**config.mk**
```make
export PLATFORM = sky130hd
export DESIGN_NAME = reg_stack_block
export DESIGN_NICKNAME = d
export VERILOG_FILES = /design/src/rtl/reg_block_pkg.sv /design/src/rtl/reg_stack_block_ra_stack.sv /design/src/rtl/reg_stack_block.sv
export SDC_FILE = /design/constraint.sdc
export NUM_CORES = 1
export LEC_CHECK = 0
export BUFFER_PORTS_ARGS = -buffer_cell sky130_fd_sc_hd__buf_4
export CAP_MARGIN = 15
export CORE_MARGIN = 2
export CORE_UTILIZATION = 58
export DETAILED_ROUTE_END_ITERATION = 8
export PLACE_DENSITY_LB_ADDON = 0.15
export SKIP_LAST_GASP = 1
export SLEW_MARGIN = 10
export SYNTH_ARGS = -nofsm -noshare
export SYNTH_HDL_FRONTEND = slang
export SYNTH_SLANG_ARGS = --single-unit
export TNS_END_PERCENT = 5
```
**constraint.sdc**
```tcl
create_clock -name clock -period 3.4 [get_ports clock]
set_input_delay 0.68 -clock clock [delete_from_list [all_inputs] [get_ports clock]]
set_output_delay 0.68 -clock clock [all_outputs]
set_load 0.1 [all_outputs]
```
**src/rtl/reg_block_pkg.sv**
```systemverilog
// Shared encodings for the register/stack block: GPR source selects and
// return-address push source selects.
package reg_block_pkg;

    typedef enum logic [1:0] {
        SRC_MEM  = 2'b00,
        SRC_ALU  = 2'b01,
        SRC_IMM  = 2'b10,
        SRC_PEER = 2'b11
    } gpr_src_e;

    typedef enum logic {
        RA_SRC_MEM = 1'b0,
        RA_SRC_PC  = 1'b1
    } ra_src_e;

endpackage : reg_block_pkg

```
**src/rtl/reg_stack_block_ra_stack.sv**
```systemverilog
// Return-address stack: RA_DEPTH entries, modulo pointer, saturating count,
// sticky overflow/underflow flags. RA_WRAP selects drop-vs-overwrite on full.
module ra_stack #(
    parameter int WIDTH    = 16,
    parameter int RA_DEPTH = 8,
    parameter int RA_WRAP  = 0
) (
    input  logic                          clk,
    input  logic                          rst_n,
    input  logic                          push,
    input  logic                          pop,
    input  logic                          clear_err,
    input  logic [WIDTH-1:0]              push_data,
    output logic [WIDTH-1:0]              top,
    output logic [$clog2(RA_DEPTH+1)-1:0] count,
    output logic                          overflow,
    output logic                          underflow
);
    import reg_block_pkg::*;

    localparam int CW = $clog2(RA_DEPTH + 1);
    localparam int PW = (RA_DEPTH > 1) ? $clog2(RA_DEPTH) : 1;
    localparam logic [PW-1:0] LAST = PW'(RA_DEPTH - 1);
    localparam logic [CW-1:0] FULL = CW'(RA_DEPTH);

    logic [WIDTH-1:0] mem [RA_DEPTH];
    // ptr is the next write slot; the top entry sits one below it (mod RA_DEPTH)
    logic [PW-1:0]    ptr, ptr_nxt, top_idx, wr_idx;
    logic [CW-1:0]    cnt_nxt;
    logic             do_write, ovf_evt, udf_evt, empty, full;

    assign empty   = (count == '0);
    assign full    = (count == FULL);
    assign top_idx = (ptr == '0) ? LAST : ptr - 1'b1;
    assign top     = empty ? '0 : mem[top_idx];

    // Next-state decode for pointer, count, memory write and error events
    always_comb begin
        do_write = 1'b0;
        wr_idx   = ptr;
        ptr_nxt  = ptr;
        cnt_nxt  = count;
        ovf_evt  = 1'b0;
        udf_evt  = 1'b0;
        if (push && pop && !empty) begin
            // replace top in place; push+pop on empty falls through to push
            do_write = 1'b1;
            wr_idx   = top_idx;
        end else if (push) begin
            if (!full) begin
                do_write = 1'b1;
                ptr_nxt  = (ptr == LAST) ? '0 : ptr + 1'b1;
                cnt_nxt  = count + 1'b1;
            end else if (RA_WRAP != 0) begin
                // when full, ptr points at the oldest entry
                do_write = 1'b1;
                ptr_nxt  = (ptr == LAST) ? '0 : ptr + 1'b1;
                ovf_evt  = 1'b1;
            end else begin
                ovf_evt  = 1'b1;
            end
        end else if (pop) begin
            if (!empty) begin
                ptr_nxt = top_idx;
                cnt_nxt = count - 1'b1;
            end else begin
                udf_evt = 1'b1;
            end
        end
    end

    // Stack storage
    always_ff @(posedge clk or negedge rst_n) begin
        if (!rst_n) begin
            for (int unsigned i = 0; i < RA_DEPTH; i++) begin
                mem[i] <= '0;
            end
        end else if (do_write) begin
            mem[wr_idx] <= push_data;
        end
    end

    // Pointer, count and sticky flags; a new event beats clear_err
    always_ff @(posedge clk or negedge rst_n) begin
        if (!rst_n) begin
            ptr       <= '0;
            count     <= '0;
            overflow  <= 1'b0;
            underflow <= 1'b0;
        end else begin
            ptr       <= ptr_nxt;
            count     <= cnt_nxt;
            overflow  <= ovf_evt | (overflow & ~clear_err);
            underflow <= udf_evt | (underflow & ~clear_err);
        end
    end

endmodule : ra_stack

```
**src/rtl/reg_stack_block.sv**
```systemverilog
// Register block: NUM_GPR general registers with per-register source mux,
// ALU comparison register, and a return-address stack for nested calls.
module reg_stack_block #(
    parameter int WIDTH    = 16,
    parameter int NUM_GPR  = 2,
    parameter int RA_DEPTH = 8,
    parameter int RA_WRAP  = 0
) (
    input  logic                          clock,
    input  logic                          reset,
    input  logic [WIDTH-1:0]              memval,
    input  logic [WIDTH-1:0]              aluout,
    input  logic [WIDTH-1:0]              immediate,
    input  logic [WIDTH-1:0]              pc,
    input  logic [NUM_GPR-1:0]            gpr_write,
    input  logic [2*NUM_GPR-1:0]          gpr_src,
    output logic [WIDTH*NUM_GPR-1:0]      gpr_out,
    input  logic                          comp_write,
    output logic [WIDTH-1:0]              comp_out,
    input  logic                          ra_push,
    input  logic                          ra_pop,
    input  logic                          ra_src,
    input  logic                          ra_clear_err,
    output logic [WIDTH-1:0]              ra_out,
    output logic [$clog2(RA_DEPTH+1)-1:0] ra_count,
    output logic                          ra_overflow,
    output logic                          ra_underflow
);
    import reg_block_pkg::*;

    logic [WIDTH-1:0] ra_in;

    assign ra_in = (ra_src == RA_SRC_PC) ? pc : memval;

    for (genvar i = 0; i < NUM_GPR; i++) begin : g_gpr
        localparam int PEER = (i + 1) % NUM_GPR;

        logic [WIDTH-1:0] gpr_q, gpr_d;

        assign gpr_out[WIDTH*i +: WIDTH] = gpr_q;

        // Source mux; the peer path reads the pre-edge value, so mutual peer loads swap
        always_comb begin
            gpr_d = gpr_q;
            case (gpr_src[2*i +: 2])
                SRC_MEM:  gpr_d = memval;
                SRC_ALU:  gpr_d = aluout;
                SRC_IMM:  gpr_d = immediate;
                SRC_PEER: gpr_d = gpr_out[WIDTH*PEER +: WIDTH];
                default:  gpr_d = gpr_q;
            endcase
        end

        // Register load on write enable
        always_ff @(posedge clock or negedge reset) begin
            if (!reset) begin
                gpr_q <= '0;
            end else if (gpr_write[i]) begin
                gpr_q <= gpr_d;
            end
        end
    end

    // comp register loads the ALU result on request
    always_ff @(posedge clock or negedge reset) begin
        if (!reset) begin
            comp_out <= '0;
        end else if (comp_write) begin
            comp_out <= aluout;
        end
    end

    ra_stack #(
        .WIDTH    (WIDTH),
        .RA_DEPTH (RA_DEPTH),
        .RA_WRAP  (RA_WRAP)
    ) u_ra_stack (
        .clk       (clock),
        .rst_n     (reset),
        .push      (ra_push),
        .pop       (ra_pop),
        .clear_err (ra_clear_err),
        .push_data (ra_in),
        .top       (ra_out),
        .count     (ra_count),
        .overflow  (ra_overflow),
        .underflow (ra_underflow)
    );

endmodule : reg_stack_block

```
# Yosys cells after proc, flatten, opt, wreduce, memory -nomap -nowiden

Index checks and enable logic that the tools add are counted.
Widths: inputs -> output; s select.

Logic and storage cells: 81
Output and inout bits: 70
Register bits: 185
Input bits: 77

Eq/ne operators: 10
Order comparisons: 3
Add/sub/neg operators: 4
Muxes and demuxes: 31
Bitwise gates (word level): 8
Reductions and logical operators: 10

Operators by type and width:

| kind                | count |
|---|---|
| $bwmux 128          | 1 |
| $pmux 16 s4         | 2 |
| $mux 16             | 5 |
| $bmux 16 s3         | 1 |
| $demux 16 s3        | 1 |
| $mux 3              | 7 |
| $mux 4              | 4 |
| $mux 1              | 10 |
| $eq 2x2->1 const B  | 4 |
| $ge 4x4->1 const B  | 2 |
| $not 3->4           | 2 |
| $add 4x1->4 const B | 1 |
| $eq 2x1->1 const B  | 2 |
| $eq 4x4->1 const B  | 1 |
| $logic_not 2->1     | 2 |
| $logic_not 4->1     | 1 |
| $lt 4x1->1 const B  | 1 |
| $ne 2x2->1 const B  | 2 |
| $reduce_and 4->1    | 1 |
| $sub 4x1->4 const B | 1 |
| $add 3x1->3 const B | 1 |
| $eq 3x3->1 const B  | 1 |
| $logic_and 1x1->1   | 3 |
| $logic_not 3->1     | 1 |
| 6 further kinds     | 9 |

# Longest topological paths before layout

Gate-level depths: netlist of run 1.

Word-level depth: 10
Depth in mapped cells: 11
Gate-level depth less buffers: 7

# Hierarchy

Synthesis of run 1 repeated with hierarchy kept, for this count alone.

Cells, all modules: 864
Area, all modules: 10513.8 sq um

Modules (own cells, without submodules):

| module          | area each (sq um) | sequential area each (sq um) | times used | cells an instance |
|---|---|---|---|---|
| ra_stack        | 7523.5            | 3428.3                       | 1          | 632 |
| reg_stack_block | 2990.4            | 1201.2                       | 1          | 232 |

# Least setup slack after synthesis of run 1

OpenSTA, ideal clock, no wires.

Path kind: reg-to-output
Start: reg u_ra_stack.ptr[0]
End: out ra_out[10]
Arrival time: 4087 ps
Path slack: -1367 ps
Cell stages (with the launch flop): 11
Path through: dfrtp_1 -> buf_2 -> inv_1 -> ha_1 -> buf_1 -> nor2_1 -> clkbuf_1 -> a222oi_1 -> o21ai_0 -> a21oi_1 -> nor3_1

Word-level cells in the longest chain between the ends: 7

RTL lines:

| element                                        | line                           | source |
|---|---|---|
| start, declared                                | reg_stack_block_ra_stack.sv:28 | `logic [PW-1:0] ptr, ptr_nxt, top_idx, wr_idx;` |
| start signal, assigned                         | reg_stack_block_ra_stack.sv:91 | `ptr <= ptr_nxt;` |
| $sub 3x1->3 or $logic_not 3->1 (tied branches) | reg_stack_block_ra_stack.sv:34 | `assign top_idx = (ptr == '0) ? LAST : ptr - 1'b1;` |
| $mux 3 *                                       | reg_stack_block_ra_stack.sv:34 |  |
| $not 3->4 (not written as such) *              | reg_stack_block_ra_stack.sv:35 | `assign top = empty ? '0 : mem[top_idx];` |
| $bmux 16 s3 *                                  | reg_stack_block_ra_stack.sv:35 |  |
| $mux 16 (not written as such) * (2 in a row)   | reg_stack_block_ra_stack.sv:35 |  |
| $mux 16 *                                      | reg_stack_block_ra_stack.sv:35 |  |
| end, declared                                  | reg_stack_block.sv:24          | `output logic [WIDTH-1:0] ra_out,` |

Mark *: on every way between the ends. The rest lies on a longest branch, timed or not. The select of a mux whose other input is x is not followed.

# Final worst setup path of run 1

Start: reg u_ra_stack.ptr[1]
End: out ra_out[14]

Same word-level chain as after synthesis.

==> results of run 1 <==
[worst max-delay path by stage]
stage                       to  slack, ns  cells after the start
floorplan           ra_out[10]      -0.22                      3
global placement     ra_out[4]       0.02                      8
detailed placement   ra_out[4]      -0.02                      8
CTS                  ra_out[8]      -0.03                      9
global route        ra_out[11]      -0.05                      9
finish              ra_out[14]       0.05                      8
[final cells by class]
type | count | area (µm²)
multi-input cells | 467 | 5067
well taps | 220 | 275.3
inverters | 6 | 22.52
fillers | 1069 | 4374
repair buffers | 176 | 1474
clock inverters | 12 | 163.9
clock buffers | 20 | 456.7
flip-flops and latches | 185 | 4632
[metal layers]
| metal | global-route usage | vias to the layer above | routed length [µm] |
|---|---|---|---|
| met2 | 0.4754 | 307 | 12440 |
| met1 | 0.3920 | 3567 | 10530 |
| met5 | 0 | - | 0 |
| met4 | 0.1170 | 0 | 707 |
| li1 | - | 3001 | - |
| met3 | 0.08143 | 49 | 1885 |
[cell usage in the layout (no fill, tap or decap), types with 6 or more instances in the layout]
master	Yosys	final
buf_6	2	12
nand2_1	10	10
a21oi_1	18	17
a221oi_2	0	10
dfrtp_1	185	183
a222oi_1	15	15
buf_4	6	154
a21o_1	17	16
inv_1	6	6
nor3_4	1	16
o21ai_0	38	37
mux2_2	184	184
mux4_2	32	32
clkbuf_16	0	17
mux2_4	10	10
mux2i_1	36	36
buf_8	0	6
nand2b_1	18	18
[metrics by stage]
stage	utilization	setup TNS (ns)
2_1_floorplan	-	-2.763
3_3_place_gp	0.6817	0
3_5_place_dp	0.6817	-0.04443
4_1_cts	0.7273	-0.2387
5_1_grt	0.7343	-0.2689
6_report	0.7343	0
[flip-flops by register name (all words and copies together), names as in the netlist]
| register | cells |
|---|---|
| u_ra_stack.mem | 128 |
| g_gpr.gpr_q | 32 |
| comp_out | 16 |
| u_ra_stack.count | 4 |
| u_ra_stack.ptr | 3 |
| u_ra_stack.overflow | 1 |
| u_ra_stack.underflow | 1 |
[timing repair]
action,4_1_cts,5_1_grt
endpoints found under the setup margin,16,16
hold buffers,0,0
resized for setup,24,23
setup buffers,0,2
gates cloned,1,0
hold endpoints to repair,0,0
[cells by family after synthesis]
logic type / share of synthesized area
compound gates: 0.09815
buf+inv: 0.02944
mux: 0.3410
fa+ha+maj: 0.009815
flops: 0.4779
simple gates: 0.04198
xor+xnor: 0.001808
==> qor.yml, run 1 <==
status:
  status: "complete, no violations"
yosys:
  netlist_area_um2: 9688
  synth-edff-count: 0
  synth_top_area_cell: "dfrtp_1"
  synth-seq-area-share: 0.4779
  ys_top_cells_by_count: "dfrtp_1, mux2_2, o21ai_0"
  synth_most_common_cell: "dfrtp_1"
  synth_cell_type_count: 51
  syn_inst: 711
  synth.avg_cell_area_um2: 13.63
  yosys_warnings: 0
  async_reset_ff_frac: 1.000
  synth_area_leaders: "dfrtp_1, mux2_2, mux4_2, mux2i_1, o21ai_0"
  synth-main-ff-cell: "dfrtp_1"
  synth_nets: 795
  yosys.area.top_type_share: 0.4779
  synth_seq_cells: 185
cts:
  cts-root-buf: "clkbuf_16"
  cts_tree: "done"
  cts_num_sinks: 185
  path_clk_slew_ns: 0.07
  htreeDepth: 4
  cts_buffers: 17
  clk_latency_ns: 0.43
  cts_max_path_buffers: 2
placed_design:
  postPlaceCellArea_um2: 11220
  dp_cells: 1051
  gp_congestion: 0.8243
  dpl.hpwl_mm: 17.20
  dp_worst_setup_slack_ns: -0.02351
  port_buffers: 146
floorplanning:
  fp.dieH_um: 133.2
  die_w_um: 133.2
  dieArea_um2: 17750
  pin_count: 147
  num_rows: 47
  start_util: 0.5884
  core_area_um2: 16470
drt:
  via_per_inst: 6.376
  dr.first_iter.drc_count: 501
  first_pass_iters: 5
  vias: 6924
  post_drt_wl_per_cell_um: 23.53
  ant_nets: 0
  routed_wl_mm: 25.56
  drc_errors: 0
job:
  maxCapViolCount: 0
cells_and_area:
  design_area_um2: 12090
  diodes: 0
  layout-drive-gt1-share: 0.5566
  finalNetCount: 937
  area_delta_synth_final_pct: 24.81
  final_cells: 1086
global_routing:
  overflow: 0
  track_usage: 0.2980
  antenna_found_initial: 0
  grt_first_pass_wirelength_mm: 40.57
  grt_pass1_vias: 7364
  grt_max_degree: 81
sta:
  rsz0062_at_grt: "yes"
  holdWs_ns: 0.2151
  max-slew-margin-rel: 0.5954
  final_hold_viol_count: 0
  fin_ws_ns: 0.04704
  finalCritPeriodShare: 0.9862
  setup_viol: 0
  skew_ns: 0.007073
  max_freq_mhz: 298.2
  tightest_slew_ns: 0.6070
  min_period_ns: 3.353
  drv_slew: 0
critical_path:
  cp_num_buf_inv: 3
  critical-path-top-delay-family: "buffers and inverters"
  r2r-start: "u_ra_stack.ptr[1]$_DFFE_PN0P_"
  critPathArrivalTime_ns: 2.67
  crit_required_ns: 2.72
  r2r_slack_ns: 0.24
  crit_start: "u_ra_stack.ptr[1]$_DFFE_PN0P_"
  ff2ff_path_depth: 8
  r2r-end: "u_ra_stack.mem[34]$_DFFE_PN0P_"
  crit_path_start_kind: "flop"
  path_class: "flop to output port"
  end_kind: "output port"
  slowest_delay_ns: 0.45
  cp_cell_sequence: "inv_1, ha_4, buf_12, nand2_1, mux2_2, o2111ai_1, o31ai_4, buf_4"
  path_max_fanout: 15
  cp_slowest_cell: "dfrtp_2"
worst_hold_path:
  hold_path.class: "input pin to asynchronous set/reset pin"
Power of run 1 is not shown: default switching activity piles up to over one toggle a cycle in this logic, so the estimate is an artifact.
==> inputs of run 2 (changes only) <==
--- a/config.mk
+++ b/config.mk
@@ -11,6 +11,7 @@
 export CORE_UTILIZATION = 58
 export DETAILED_ROUTE_END_ITERATION = 8
 export PLACE_DENSITY_LB_ADDON = 0.15
+export REMOVE_ABC_BUFFERS = 1
 export SKIP_LAST_GASP = 1
 export SLEW_MARGIN = 10
 export SYNTH_ARGS = -nofsm -noshare
==> run 2 against run 1 <==
Compared with the run above:
- hold slack gained 0.071 ns
- first-iteration DRC count decreased by 14%
- non-clock buffer count fell by 1
- die area did not move
- critical endpoint is now ra_out[8]
- largest cell class unchanged
- highest routed layer unchanged
==> qor.yml, run 2 (synthesis results as in run 1) <==
sta:
  final_hold_viol_count: 0  # unchanged
  holdWs_ns: 0.2860  # was 0.2151 ns
  setup_viol: 0  # unchanged
  min_period_ns: 3.326  # was 3.353 ns
  drv_slew: 0  # unchanged
  tightest_slew_ns: 0.9470  # was 0.6070 ns
  skew_ns: 0.008628  # was 0.007073 ns
  max-slew-margin-rel: 0.3686  # was 0.5954
  tns_ns: 0  # unchanged
  finalCritPeriodShare: 0.9782  # was 0.9862
  max_freq_mhz: 300.7  # was 298.2 MHz
  rsz0062_at_grt: "yes"  # unchanged
drt:
  routed_wl_mm: 24.76  # was 25.56 mm
  via_per_inst: 6.271  # was 6.376
  first_pass_iters: 6  # was 5
  dr.first_iter.drc_count: 429  # was 501
  post_drt_wl_per_cell_um: 22.84  # was 23.53 µm
  drc_errors: 0  # unchanged
  ant_nets: 0  # unchanged
  vias: 6798  # was 6,924
worst_hold_path:
  hold_path.class: "input pin to asynchronous set/reset pin"  # unchanged
placed_design:
  postPlaceCellArea_um2: 11070  # was 11,220 µm²
  port_buffers: 146  # unchanged
  dpl.hpwl_mm: 16.75  # was 17.20 mm
  gp_congestion: 0.8354  # was 0.8243
floorplanning:
  num_rows: 47  # unchanged
  fp.dieH_um: 133.2  # unchanged
  die_w_um: 133.2  # unchanged
  dieArea_um2: 17750  # unchanged
  pin_count: 147  # unchanged
  core_area_um2: 16470  # unchanged
  start_util: 0.5884  # unchanged
critical_path:
  r2r_slack_ns: 0.28  # was 0.24 ns
  crit_path_start_kind: "flop"  # unchanged
  path_max_fanout: 13  # was 15
  end_kind: "output port"  # unchanged
  ff2ff_path_depth: 8  # unchanged
  crit_start: "u_ra_stack.ptr[2]$_DFFE_PN0P_"  # was u_ra_stack.ptr[1]$_DFFE_PN0P_
  path_class: "flop to output port"  # unchanged
  r2r-start: "u_ra_stack.ptr[1]$_DFFE_PN0P_"  # unchanged
  crit_required_ns: 2.72  # about the same
  critPathArrivalTime_ns: 2.65  # was 2.67 ns
  r2r-end: "u_ra_stack.mem[34]$_DFFE_PN0P_"  # unchanged
  crit_end: "ra_out[8]"  # was ra_out[14]
global_routing:
  track_usage: 0.2924  # was 0.2980
  overflow: 0  # unchanged
  grt_first_pass_wirelength_mm: 40.04  # was 40.57 mm
  grt_max_degree: 76  # was 81
  antenna_found_initial: 0  # unchanged
  grt_pass1_vias: 7430  # was 7,364
cells_and_area:
  fillCellCount: 1146  # was 1,069
  utilization: 0.7186  # was 0.7343
  finalNetCount: 936  # was 937
  mostFrequentLayoutCells: "mux2_2, dfrtp_1, buf_4, o21ai_0, mux2i_1"  # unchanged
  top_register: "u_ra_stack.mem"  # unchanged
  largest_register_ffs: 128  # unchanged
  largestRegisters: "u_ra_stack.mem x128, g_gpr.gpr_q x32, comp_out x16"  # unchanged
  diodes: 0  # unchanged
  area_delta_synth_final_pct: 22.14  # was 24.81%
  design_area_um2: 11830  # was 12,090 µm²
  layout-drive-gt1-share: 0.5313  # was 0.5566
cts:
  cts_hold_buf: 0  # unchanged
  cts_buffers: 17  # unchanged
  post_cts_buffers: 0  # unchanged
  clk_latency_ns: 0.43  # about the same
  cts_num_sinks: 185  # unchanged
  path_clk_slew_ns: 0.07  # about the same
  htreeDepth: 4  # unchanged
  cts_tree: "done"  # unchanged
  cts_max_path_buffers: 2  # unchanged
  cts-root-buf: "clkbuf_16"  # unchanged
status:
  status: "complete, no violations"  # unchanged
job:
  maxCapViolCount: 0  # unchanged
==> run 2: worst max-delay path: stages, from the launching register on <==
cell,delay (ns)
dfrtp_1,0.72
nand2b_1,0.33
nand2_1,0.17
nor2_2,0.15
buf_4,0.23
a21oi_1,0.10
nor3_1,0.18
buf_4,0.32
==> run 2: final cells by class <==
cell class	count	area [µm²]	share of cell area
inverters	6	22.52	0.001903
clock buffers	21	450.4	0.03807
multi-input cells	467	4857	0.4105
well taps	220	275.3	0.02326
flip-flops and latches	185	4631	0.3914
repair buffers	175	1430	0.1209
clock inverters	10	166.4	0.01406
==> run 2: worst min-delay path by stage <==
stage | to | slack (ns) | depth (start not counted)
final | u_ra_stack.count[2]$_DFFE_PN0P_ | 0.29 | 1
after global routing | u_ra_stack.count[2]$_DFFE_PN0P_ | 0.32 | 1
after CTS | u_ra_stack.count[2]$_DFFE_PN0P_ | 0.30 | 1
after detailed placement | u_ra_stack.mem[17]$_DFFE_PN0P_ | 0.49 | 1
after global placement | u_ra_stack.mem[21]$_DFFE_PN0P_ | 0.49 | 1
after floorplan | comp_out[0]$_DFFE_PN0P_ | 0.38 | 0
==> run 2: repair_timing <==
item / in CTS / in global routing
endpoints found under the setup margin: 16 / 16
hold endpoints to repair: 0 / 0
resized for setup: 18 / 19
pin swaps: 1 / 1
cloned: 0 / 0
==> run 2: routing by layer <==
metal,vias up,global-route usage,wire (µm)
li1,2994,-,-
met3,28,0.06621,1593
met5,-,0,0
met4,0,0.1070,398
met1,3506,0.3852,10480
met2,270,0.4800,12300
==> run 2: per-stage QoR <==
step,instances,worst slack (ns)
after floorplan,658,-2.848
after global placement,1052,-0.1280
after detailed placement,1053,-0.1866
after CTS,1084,-0.02968
after global routing,1084,-0.02848
final,1084,0.07417
Power of run 2 is left out for the same reason.
==> inputs of run 3 (changes only) <==
--- a/config.mk
+++ b/config.mk
@@ -10,7 +10,7 @@
 export CORE_MARGIN = 2
 export CORE_UTILIZATION = 58
 export DETAILED_ROUTE_END_ITERATION = 8
-export PLACE_DENSITY_LB_ADDON = 0.15
+export PLACE_DENSITY = 0.8
 export REMOVE_ABC_BUFFERS = 1
 export SKIP_LAST_GASP = 1
 export SLEW_MARGIN = 10
==> run 3 against run 2 <==
Compared with the run above:
- the run now ends with setup timing left
- first-iteration DRC count increased by 40%
- die area did not move
- via count rose by 0.85%
- hold slack gained 0.0011 ns
- critical path type unchanged
- critical endpoint is now ra_out[10]
==> qor.yml, run 3 (synthesis results as in run 1) <==
status:
  status: "finished, violations left"  # was complete, no violations
  violations: "setup timing"
cells_and_area:
  layout-drive-gt1-share: 0.5272  # was 0.5313
  utilization: 0.7172  # was 0.7186
  mostFrequentLayoutCells: "mux2_2, dfrtp_1, buf_4, o21ai_0, mux2i_1"  # unchanged
  largestRegisters: "u_ra_stack.mem x128, g_gpr.gpr_q x32, comp_out x16"  # unchanged
  area_delta_synth_final_pct: 21.89  # was 22.14%
  top_register: "u_ra_stack.mem"  # unchanged
  largest_register_ffs: 128  # unchanged
  design_area_um2: 11810  # was 11,830 µm²
  fillCellCount: 1102  # was 1,146
  finalNetCount: 934  # was 936
  diodes: 0  # unchanged
cts:
  cts_hold_buf: 0  # unchanged
  post_cts_buffers: 0  # unchanged
  cts_tree: "done"  # unchanged
  path_clk_slew_ns: 0.07  # about the same
  cts_num_sinks: 185  # unchanged
  htreeDepth: 4  # unchanged
  clk_latency_ns: 0.44  # was 0.43 ns
  cts_buffers: 17  # unchanged
  cts_max_path_buffers: 2  # unchanged
  cts-root-buf: "clkbuf_16"  # unchanged
drt:
  post_drt_wl_per_cell_um: 22.97  # was 22.84 µm
  drc_errors: 0  # unchanged
  dr.first_iter.drc_count: 601  # was 429
  vias: 6856  # was 6,798
  routed_wl_mm: 24.88  # was 24.76 mm
  first_pass_iters: 6  # unchanged
  ant_nets: 0  # unchanged
  via_per_inst: 6.331  # was 6.271
floorplanning:
  core_area_um2: 16470  # unchanged
  dieArea_um2: 17750  # unchanged
  start_util: 0.5884  # unchanged
  fp.dieH_um: 133.2  # unchanged
  die_w_um: 133.2  # unchanged
  pin_count: 147  # unchanged
  num_rows: 47  # unchanged
critical_path:
  cp_num_buf_inv: 4  # was 2
  end_kind: "output port"  # unchanged
  path_class: "flop to output port"  # unchanged
  cp_slowest_cell: "a222oi_1"  # was dfrtp_1
  crit_required_ns: 2.72  # about the same
  critPathArrivalTime_ns: 2.73  # was 2.65 ns
  slowest_delay_ns: 0.49  # was 0.72 ns
  critical-path-top-delay-family: "compound AO/OA/AOI/OAI gates"  # was simple AND/OR/NAND/NOR gates
  crit_path_start_kind: "flop"  # unchanged
  path_max_fanout: 15  # was 13
  cp_cell_sequence: "inv_2, ha_4, buf_8, nor2_1, buf_4, a222oi_1, o21ai_0, a21oi_1, nor3_1, buf_6"  # was nand2b_1, nand2_1, nor2_2, buf_4, a21oi_1, nor3_1, buf_4
worst_hold_path:
  hold_path.class: "input pin to asynchronous set/reset pin"  # unchanged
sta:
  final_hold_viol_count: 0  # unchanged
  finalCritPeriodShare: 1.003  # was 0.9782
  holdWs_ns: 0.2871  # was 0.2860 ns
  tns_ns: -0.008834  # was 0 ns
  fin_ws_ns: -0.008834  # was 0.07417 ns
  min_period_ns: 3.409  # was 3.326 ns
  max-slew-margin-rel: 0.5129  # was 0.3686
  tightest_slew_ns: 0.7307  # was 0.9470 ns
  max_freq_mhz: 293.4  # was 300.7 MHz
  setup_viol: 1  # was 0
  skew_ns: 0.008858  # was 0.008628 ns
  drv_slew: 0  # unchanged
  rsz0062_at_grt: "yes"  # unchanged
placed_design:
  port_buffers: 146  # unchanged
  gp_congestion: 0.8642  # was 0.8354
  dpl.hpwl_mm: 16.50  # was 16.75 mm
  postPlaceCellArea_um2: 11030  # was 11,070 µm²
global_routing:
  grt_max_degree: 80  # was 76
  grt_pass1_vias: 7422  # was 7,430
  grt_first_pass_wirelength_mm: 39.47  # was 40.04 mm
  track_usage: 0.2862  # was 0.2924
  overflow: 0  # unchanged
  antenna_found_initial: 0  # unchanged
job:
  maxCapViolCount: 0  # unchanged
-- run 3: changes by cell type in the layout (fill, tap and decap cells not counted), sizes merged --
cell / before / now
clkbuf: 25 / 22
inv: 8 / 10
bufinv: 4 / 5
clkinvlp: 2 / 1
-- run 3: worst register-to-register path, delay by kind of cell (launching register included) --
kind | cells | cell delay [ns]
AND/OR/NAND/NOR | 1 | 0.40
flip-flops | 1 | 0.45
adder cells (fa/ha/maj) | 1 | 0.31
AO/OA/AOI/OAI | 2 | 0.66
buffers and inverters | 3 | 0.65
multiplexers | 1 | 0.41
-- run 3: layout make-up --
class,instances,area (µm²),area share
multi-input combinational,467,4831,0.4091
tap,220,275.3,0.02331
clock inverter,12,210.2,0.01780
sequential,185,4631,0.3921
inverter,6,22.52,0.001907
clock buffer,20,446.7,0.03783
timing repair buffer,173,1393,0.1179
-- run 3: worst paths after layout --
| kind | start | end | slack, ns | cells after the start |
|---|---|---|---|---|
| worst min register to register | u_ra_stack.mem[17]$_DFFE_PN0P_ | u_ra_stack.mem[17]$_DFFE_PN0P_ | 0.51 | 1 |
| worst max-delay path | u_ra_stack.ptr[1]$_DFFE_PN0P_ | ra_out[10] | -0.009 | 10 |
| min in group clock | ra_clear_err | u_ra_stack.overflow$_DFF_PN0_ | 0.43 | 2 |
| max in group asynchronous | reset | g_gpr[0].gpr_q[1]$_DFFE_PN0P_ | 2.24 | 2 |
| worst min-delay path | reset | u_ra_stack.overflow$_DFF_PN0_ | 0.29 | 1 |
| worst max register to register | u_ra_stack.ptr[1]$_DFFE_PN0P_ | u_ra_stack.mem[46]$_DFFE_PN0P_ | 0.40 | 8 |
-- run 3: through the flow --
step | setup WS, ns | instances
floorplan | -2.848 | 658
global placement | 0.3931 | 1050
detailed placement | 0.3105 | 1050
CTS | -0.07857 | 1082
global route | -0.07970 | 1083
finish | -0.008834 | 1083
-- run 3: timing repair --
action | 4_1_cts | 5_1_grt
cloned | 0 | 1
gates resized for setup | 11 | 13
pin swaps | 1 | 4
endpoints found under the setup margin | 16 | 16
hold endpoints to repair | 0 | 0
-- run 3: per-layer routing --
metal / track usage / routed length (µm)
met1: 0.3622 / 9905
met2: 0.4822 / 12580
met3: 0.06659 / 1785
met4: 0.1099 / 610
met5: 0 / 0
Power of run 3 is left out for the same reason.
